--- src/rtl/fifo_uart_pkg.sv ---
// Shared FSM state encodings and UART line levels for fifo_uart_tx.
// FIFO_UART_TX_PARITY_EN adds the PARITY state.
package fifo_uart_pkg;

    typedef enum logic [2:0] {
        ST_IDLE   = 3'd0,
        ST_FETCH  = 3'd1,
        ST_WAIT   = 3'd2,
        ST_START  = 3'd3,
        ST_DATA   = 3'd4,
        ST_STOP   = 3'd5
`ifdef FIFO_UART_TX_PARITY_EN
        , ST_PARITY = 3'd6
`endif
    } state_t;

    localparam logic UART_IDLE  = 1'b1;
    localparam logic UART_START = 1'b0;

endpackage

--- src/rtl/fifo_uart_tx_if.sv ---
// Read-side handshake between a synchronous FIFO and its single consumer.
interface fifo_uart_tx_if #(
    parameter int DWIDTH = 8
);
    logic              fifo_empty;
    logic [DWIDTH-1:0] fifo_data;
    logic              fifo_rd_en;

    modport master (
        input  fifo_empty,
        input  fifo_data,
        output fifo_rd_en
    );

    modport slave (
        output fifo_empty,
        output fifo_data,
        input  fifo_rd_en
    );
endinterface

--- src/rtl/fifo_uart_tx_baud_gen.sv ---
// Bit-period counter: counts 0..CLKS_PER_BIT-1 and pulses bit_end on the last cycle.
module uart_baud_gen #(
    parameter int CLKS_PER_BIT = 16
) (
    input  logic clk,
    input  logic rst,
    input  logic restart,
    output logic bit_end
);
    localparam int CW = (CLKS_PER_BIT > 1) ? $clog2(CLKS_PER_BIT) : 1;
    localparam logic [CW-1:0] LAST = CW'(CLKS_PER_BIT - 1);

    logic [CW-1:0] cnt;

    assign bit_end = !restart && (cnt == LAST);

    always_ff @(posedge clk or posedge rst) begin
        if (rst) begin
            cnt <= '0;
        end else if (restart || bit_end) begin
            cnt <= '0;
        end else begin
            cnt <= cnt + 1'b1;
        end
    end
endmodule

--- src/rtl/fifo_uart_tx.sv ---
// Pops bytes from a synchronous FIFO and serialises each as an 8N1 UART frame.
// Define FIFO_UART_TX_PARITY_EN to insert an even-parity bit before the stop bit.
module fifo_uart_tx
    import fifo_uart_pkg::*;
#(
    parameter int DWIDTH       = 8,
    parameter int CLKS_PER_BIT = 16
) (
    input  logic                  clk,
    input  logic                  rst,
    fifo_uart_tx_if.master        fifo,
    output logic                  tx,
    output logic                  busy
);
    localparam int IW = (DWIDTH > 1) ? $clog2(DWIDTH) : 1;
    localparam logic [IW-1:0] LAST_BIT = IW'(DWIDTH - 1);

    state_t            state, state_next;
    logic [DWIDTH-1:0] shift_reg, shift_next;
    logic [IW-1:0]     bit_idx, bit_idx_next;
    logic              tx_next;
    logic              restart;
    logic              bit_end;
`ifdef FIFO_UART_TX_PARITY_EN
    logic              parity_q, parity_next;
`endif

    // Hold the baud counter at zero until the start bit so START is a full bit long.
    assign restart = (state == ST_IDLE) || (state == ST_FETCH) || (state == ST_WAIT);

    uart_baud_gen #(
        .CLKS_PER_BIT(CLKS_PER_BIT)
    ) u_baud (
        .clk     (clk),
        .rst     (rst),
        .restart (restart),
        .bit_end (bit_end)
    );

    assign fifo.fifo_rd_en = (state == ST_FETCH);
    assign busy            = (state != ST_IDLE);

    always_ff @(posedge clk or posedge rst) begin
        if (rst) begin
            state     <= ST_IDLE;
            shift_reg <= '0;
            bit_idx   <= '0;
            tx        <= UART_IDLE;
`ifdef FIFO_UART_TX_PARITY_EN
            parity_q  <= 1'b0;
`endif
        end else begin
            state     <= state_next;
            shift_reg <= shift_next;
            bit_idx   <= bit_idx_next;
            tx        <= tx_next;
`ifdef FIFO_UART_TX_PARITY_EN
            parity_q  <= parity_next;
`endif
        end
    end

    always_comb begin
        state_next   = state;
        shift_next   = shift_reg;
        bit_idx_next = bit_idx;
`ifdef FIFO_UART_TX_PARITY_EN
        parity_next  = parity_q;
`endif
        case (state)
            ST_IDLE: begin
                if (!fifo.fifo_empty) state_next = ST_FETCH;
            end
            ST_FETCH: begin
                state_next = ST_WAIT;
            end
            ST_WAIT: begin
                shift_next = fifo.fifo_data;
`ifdef FIFO_UART_TX_PARITY_EN
                parity_next = ^fifo.fifo_data;
`endif
                state_next = ST_START;
            end
            ST_START: begin
                if (bit_end) begin
                    bit_idx_next = '0;
                    state_next   = ST_DATA;
                end
            end
            ST_DATA: begin
                if (bit_end) begin
                    shift_next = shift_reg >> 1;
                    if (bit_idx == LAST_BIT) begin
`ifdef FIFO_UART_TX_PARITY_EN
                        state_next = ST_PARITY;
`else
                        state_next = ST_STOP;
`endif
                    end else begin
                        bit_idx_next = bit_idx + 1'b1;
                    end
                end
            end
`ifdef FIFO_UART_TX_PARITY_EN
            ST_PARITY: begin
                if (bit_end) state_next = ST_STOP;
            end
`endif
            ST_STOP: begin
                if (bit_end) state_next = fifo.fifo_empty ? ST_IDLE : ST_FETCH;
            end
            default: begin
                state_next = ST_IDLE;
            end
        endcase

        // tx is registered from the next state so the pin never glitches.
        tx_next = UART_IDLE;
        case (state_next)
            ST_START: tx_next = UART_START;
            ST_DATA:  tx_next = shift_next[0];
`ifdef FIFO_UART_TX_PARITY_EN
            ST_PARITY: tx_next = parity_next;
`endif
            default:  tx_next = UART_IDLE;
        endcase
    end
endmodule

--- src/flat_wrapper.sv ---
// flat-port wrapper written by rule: the top's interface ports become plain ports
module fifo_uart_tx_flat import fifo_uart_pkg::*;
#(
    parameter int DWIDTH       = 8,
    parameter int CLKS_PER_BIT = 16
)
  (clk, rst, tx, busy, fifo_fifo_empty, fifo_fifo_data, fifo_fifo_rd_en);
  fifo_uart_tx_if #(.DWIDTH(DWIDTH)) fifo_i ();
  input  logic clk;
  input  logic rst;
  output logic tx;
  output logic busy;
  input wire logic [$bits(fifo_i.fifo_empty)-1:0] fifo_fifo_empty;
  input wire logic [$bits(fifo_i.fifo_data)-1:0] fifo_fifo_data;
  output wire logic [$bits(fifo_i.fifo_rd_en)-1:0] fifo_fifo_rd_en;
  assign fifo_i.fifo_empty = fifo_fifo_empty;
  assign fifo_i.fifo_data = fifo_fifo_data;
  assign fifo_fifo_rd_en = fifo_i.fifo_rd_en;
  fifo_uart_tx #(.DWIDTH(DWIDTH), .CLKS_PER_BIT(CLKS_PER_BIT)) u_core (.clk(clk), .rst(rst), .fifo(fifo_i), .tx(tx), .busy(busy));
endmodule
--- config.mk ---
export PLATFORM = sky130hd
export DESIGN_NAME = fifo_uart_tx_flat
export DESIGN_NICKNAME = d
export VERILOG_FILES = /design/src/rtl/fifo_uart_pkg.sv /design/src/rtl/fifo_uart_tx_if.sv /design/src/rtl/fifo_uart_tx_baud_gen.sv /design/src/rtl/fifo_uart_tx.sv /design/src/flat_wrapper.sv
export SDC_FILE = /design/constraint.sdc
export NUM_CORES = 1
export LEC_CHECK = 0
export BUFFER_PORTS_ARGS = -buffer_cell sky130_fd_sc_hd__buf_2
export CORE_UTILIZATION = 47
export CTS_BUF_LIST = sky130_fd_sc_hd__clkbuf_8 sky130_fd_sc_hd__clkbuf_16
export CTS_CLUSTER_DIAMETER = 200
export DETAILED_ROUTE_END_ITERATION = 16
export PLACE_DENSITY = 0.77
export RECOVER_POWER = 100
export SYNTH_ARGS = -nofsm -noshare
export SYNTH_HDL_FRONTEND = slang
export SYNTH_SLANG_ARGS = --single-unit
--- constraint.sdc ---
create_clock -name clk -period 2.2 [get_ports clk]
set_input_delay 0.11 -clock clk [delete_from_list [all_inputs] [get_ports clk]]
set_output_delay 0.11 -clock clk [all_outputs]
set_load 0.02 [all_outputs]
# [Word level (Yosys, flattened, before mapping)]
# Index checks and enable logic that the tools add are counted.
# Widths: inputs -> output; s select.
[word_totals] regBits=19 latch_bits=0 ram_bits=0 rom_bits=0 input_bits=11 output_inout_bits=3 memories=0
[op_classes] n_addsub=2 mul=0 n_div=0 n_lt_le_gt_ge=0 n_eq_ne=12 shifts=0 mux=15 bitwise_logic=0 n_reduce_logical=11
[op_table] op="$mux 3" count=8
[op_table] op="$pmux 3 s6" count=1
[op_table] op="$pmux 8 s2" count=1
[op_table] op="$eq 3x3->1 const B" count=4
[op_table] op="$eq 3x2->1 const B" count=3
[op_table] op="$mux 8" count=1
[op_table] op="$ne 2x2->1 const B" count=3
[op_table] op="$pmux 3 s2" count=1
[op_table] op="$add 4x1->4 const B" count=1
[op_table] op="$eq 4x4->1 const B" count=1
[op_table] op="$mux 4" count=1
[op_table] op="$reduce_and 4->1" count=1
[op_table] op="$reduce_bool 2->1" count=2
[op_table] op="$add 3x1->3 const B" count=1
[op_table] op="$eq 3x1->1 const B" count=1
[op_table] op="$logic_not 3->1" count=1
[op_table] op="$logic_or 1x1->1" count=3
[op_table] op="$reduce_bool 3->1" count=1
[op_table] op="$pmux 1 s2" count=1
[op_table] op="$reduce_and 2->1" count=1
[op_table] op="$logic_and 1x1->1" count=1
[op_table] op="$logic_not 1->1" count=1
[op_table] op="$mux 1" count=1

# [Logic depth before layout (Yosys ltp)]
[depth] word_depth=9 ltp_mapped=6

# [Hierarchy]
# A second synthesis with hierarchy kept.
[unflattened] hier_cells=94 area_unflattened_um2=1023.5
[modules_own_cells] mod="fifo_uart_tx" instances=1 cells_each=79 area_per_inst_um2=845.8 seq_area_each_um2=376.6
[modules_own_cells] mod="uart_baud_gen" instances=1 cells_each=15 area_per_inst_um2=177.7 seq_area_each_um2=100.1

# [Worst setup path before layout]
# OpenSTA, ideal clock, no wires.
[synth_path] path_kind="register -> register" start="register u_core.u_baud.cnt[0]" end="register u_core.tx" t_arrival_ns=1.638 required_ns=2.118 setup_slack_ns=0.480 path_stages_with_launch=7 synth_period_minus_slack_ns=1.720 path_cell_list="dfrtp_1 ha_1 and3_1 buf_6 a32o_1 or2_1 o31a_1"
[synth_lines] element="start, declared" line_no="fifo_uart_tx_baud_gen.sv:13" text="logic [CW-1:0] cnt;"
[synth_lines] element="start signal, assigned" line_no="fifo_uart_tx_baud_gen.sv:23" text="cnt <= cnt + 1'b1;"
[synth_lines] element="$eq 4x4->1" line_no="fifo_uart_tx_baud_gen.sv:15" text="assign bit_end = !restart && (cnt == LAST);"
[synth_lines] element="$logic_and 1x1->1" line_no="fifo_uart_tx_baud_gen.sv:15"
[synth_lines] element="$mux 8" line_no="fifo_uart_tx.sv:91" text="if (bit_end) begin"
[synth_lines] element="$pmux 8 s2" line_no="fifo_uart_tx.sv:70" text="case (state)"
[synth_lines] element="via u_core.shift_next[0]" line_no="fifo_uart_tx.sv:19" text="logic [DWIDTH-1:0] shift_reg, shift_next;"
[synth_lines] element="$pmux 1 s2" line_no="fifo_uart_tx.sv:119" text="case (state_next)"
[synth_lines] element="via u_core.tx_next" line_no="fifo_uart_tx.sv:21" text="logic tx_next;"
[synth_lines] element="end signal, assigned" line_no="fifo_uart_tx.sv:56" text="tx <= tx_next;"
[synth_lines] element="end, declared" line_no="fifo_uart_tx.sv:12" text="output logic tx,"
# The timed path passes the listed nets, and every way through them passes these cells. The select of a mux whose other input is x is not followed.
# A chain may end at the register's enable or synchronous reset.

# [Final worst setup path]
[layout_path] start="register u_core.state[1]" end="register u_core.bit_idx[0]"
[layout_between] elab_chain_cells=7
[layout_rtl] element="start, declared" line_no="fifo_uart_tx.sv:18" text="state_t state, state_next;"
[layout_rtl] element="start signal, assigned" line_no="fifo_uart_tx.sv:53" text="state <= state_next;"
[layout_rtl] element="$eq 3x1->1 / $logic_not 3->1 (equally long branches)" line_no="fifo_uart_tx.sv:29" text="assign restart = (state == ST_IDLE) || (state == ST_FETCH) || (state == ST_WAIT);"
[layout_rtl] element="$logic_or 1x1->1 (2 in series)" line_no="fifo_uart_tx.sv:29"
[layout_rtl] element="$logic_not 1->1" line_no="fifo_uart_tx_baud_gen.sv:15"
[layout_rtl] element="$logic_and 1x1->1" line_no="fifo_uart_tx_baud_gen.sv:15"
[layout_rtl] element="$ne 2x2->1 (no line)"
[layout_rtl] element="$reduce_and 4->1 (no line)"
[layout_rtl] element="end signal, assigned" line_no="fifo_uart_tx.sv:55" text="bit_idx <= bit_idx_next;"
[layout_rtl] element="end, declared" line_no="fifo_uart_tx.sv:20" text="logic [IW-1:0] bit_idx, bit_idx_next;"
# Parallel ways exist; a longest one is shown, timed or not.

==> impl_metrics.toml <==
[critical_path]
reg2regPathDepth = 4
worstSetupStartpoint = "u_core.state[1]$_DFF_PP0_"
reg2reg_slack_ps = 260
rr_endpoint = "u_core.bit_idx[0]$_DFFE_PP0P_"
r2r_start = "u_core.state[1]$_DFF_PP0_"
arrival_ps = 2070
critical_path_class = "flop to flop"
cp.required_ps = 2340
startpoint_type = "flop"
cp-end-kind = "flop"
worstPathMaxFanout = 11

[logic_synthesis]
syn-num-nets = 109
synthArstFlopShare_pct = 100.0
synth-edff-count = 0
ys.flop_type = "dfrtp_1"
yosysUniqueCellTypes = 37
synth.largest_area_cell = "dfrtp_1"
syn_area_sq_mm = 0.001032
yosys_warnings = 0
netlist_top_cells_area = "dfrtp_1 (44%), nand2_1 (5.1%), buf_6 (4.4%), a22oi_1 (3.6%), ha_1 (3.6%)"
synth-seq-cells = 19
yosysSeqAreaShare_pct = 46.18
synthCells = 95
synth.avg_cell_area_sq_um = 10.87
synth_top_area_share_pct = 43.64

[clocking]
root_buffer = "clkbuf_8"
cts_tree = "done"
ctsResizeCount = 0
post_cts_buffers = 0
holdBufCountCts = 1
htreeDepth = 1
clkTransAtPathRegs_ps = 80
clk_latency_ps = 260
cts_buffer_depth = 2
cts_sinks = 19
cts_made_buffers = 3

[pwr]
power_leakage_nw = 0.5459
peakVddDrop_mv = 0.5725
p_per_area_mw_per_mm2 = 1178
total_power_mw = 1.336

[timing]
setup_viol = 0
whs_ps = 54.14
setup_tns_ps = 0
fin_skew_ps = 9.194
fin_crit_ps = 1936
max_freq_mhz = 516.6
fin_crit_sh_pct = 87.99
tightest_slew_ps = 715.5
grt_setup_unrepaired = "no"
slew_violations = 0
hold_viol = 0
timing.slew.headroom_pct = 52.25

[floorplan]
start_util_pct = 51.05
chipHeight_microns = 48.87
num_rows = 16
core_sq_mm = 0.002022
die_x_microns = 48.87
die_area_sq_mm = 0.002388
ios = 14

[layout]
final_cell_count_no_fill = 138
drive_above_1_share_pct = 18.92
insertedDiodeCount = 0
area_growth_pct = 9.818
num-nets-final = 126
num-fill-cells = 202
largest_reg_flops = 8

[run]
cap_violations = 0

[worst_hold_path]
hold_depth = 3
hp-class = "input port to flop"
hp-start = "fifo_fifo_data[7]"
holdPathEnd = "u_core.shift_reg[7]$_DFFE_PP0P_"

[global_routing]
grt_pass1_wl_microns = 3180
antenna_found_initial = 0
grt_pass1_vias = 727
grt_use_total_pct = 17.51
grt_start_max_net_pins = 20
grt_overflow = 0

[placement]
port_buffers = 13
globalplace.congestion = 0.7738
placedCellCount = 133
hpwl_microns = 1369

[detailed_routing]
first_pass_iters = 4
wl_microns = 1827
drc_errors = 0
ant_nets = 0
wl_per_cell_microns = 13.24
vias = 755
avgViaCountPerCell = 5.471
dr.first_iter.drc_count = 9

[run_status]
outcome = "complete, no violations"
-- cells in the final DEF (no fill, tap or decap), types with 2 or more instances in the layout --
master	Yosys	layout
ha_1	3	3
a21oi_1	2	2
inv_1	6	6
a221o_1	2	2
buf_2	0	10
dfrtp_1	18	18
nor3b_1	2	2
nand2_1	14	14
mux2i_1	3	3
clkbuf_1	0	4
clkbuf_8	0	3
a22oi_1	5	5
nor3b_4	2	2
nor3_1	4	4
nor2_1	4	5
buf_4	1	2
nand4_1	2	2
nand3_1	2	2
-- worst max path at each step --
stage / slack, ps / cells after the start / endpoint
2_1_floorplan: 480 / 6 / u_core.tx$_DFF_PP1_
3_3_place_gp: 480 / 5 / u_core.tx$_DFF_PP1_
3_5_place_dp: 410 / 5 / u_core.tx$_DFF_PP1_
4_1_cts: 410 / 5 / u_core.tx$_DFF_PP1_
5_1_grt: 180 / 4 / u_core.bit_idx[0]$_DFFE_PP0P_
6_report: 260 / 4 / u_core.bit_idx[0]$_DFFE_PP0P_
-- stage by stage --
stage	utilization, %	setup WS, ps	cell area, sq um
4_1_cts	57.24	406.2	1157
3_3_place_gp	54.46	484.3	1101
6_report	56.06	264.2	1134
2_1_floorplan	-	480.2	1032
3_5_place_dp	54.46	414.4	1101
5_1_grt	56.06	183.0	1134
-- worst max-delay path: stages, from the launching register on --
cell	delay [ps]
dfrtp_1	510
or3b_1	500
a2bb2oi_1	160
nor2_1	280
mux2_1	360
-- power breakdown --
group | total (mW) | internal (mW) | leakage (nW) | switching, mW
combinational | 0.484 | 0.225 | 0.289 | 0.259
clock | 0.246 | 0.126 | 0.0255 | 0.120
sequential | 0.606 | 0.491 | 0.231 | 0.115
total | 1.34 | 0.843 | 0.546 | 0.493
-- final cells by class --
| type | instances | area, sq um | area share [%] |
|---|---|---|---|
| Clock buffer | 3 | 41.29 | 3.642 |
| Inverter | 6 | 22.52 | 1.987 |
| Sequential cell | 19 | 476.7 | 42.05 |
| Multi-Input combinational cell | 65 | 464.2 | 40.95 |
| Clock inverter | 1 | 5.005 | 0.4415 |
| Tap cell | 27 | 33.78 | 2.980 |
| Timing Repair Buffer | 17 | 90.09 | 7.947 |
-- cell families after synthesis --
logic type	synth area share (%)
multiplexers	5.091
AO/OA/AOI/OAI	13.46
AND/OR/NAND/NOR	22.67
buffers and inverters	7.273
adder cells (fa/ha/maj)	3.637
XOR/XNOR	1.697
flip-flops	46.18
-- metal layers --
layer | vias up | wire length [microns] | GRT usage [%] | share of wire [%]
met4 | 0 | 8 | 4.412 | 0.44
li1 | 368 | - | - | -
met3 | 2 | 54 | 4.673 | 3.0
met2 | 9 | 899 | 29.86 | 49
met5 | - | 0 | 0 | 0
met1 | 376 | 864 | 21.87 | 47
-- cell usage after synthesis (2+ instances only) --
master / instances
dfrtp_1: 18
nor2_1: 4
nand4_1: 2
buf_6: 4
inv_1: 6
ha_1: 3
nor3b_1: 2
mux2i_1: 3
a221o_1: 2
a22oi_1: 5
a21oi_1: 2
nand3_1: 2
nor3b_4: 2
nor3_1: 4
nand2_1: 14
Note: power is estimated with default switching activity, not from simulation.
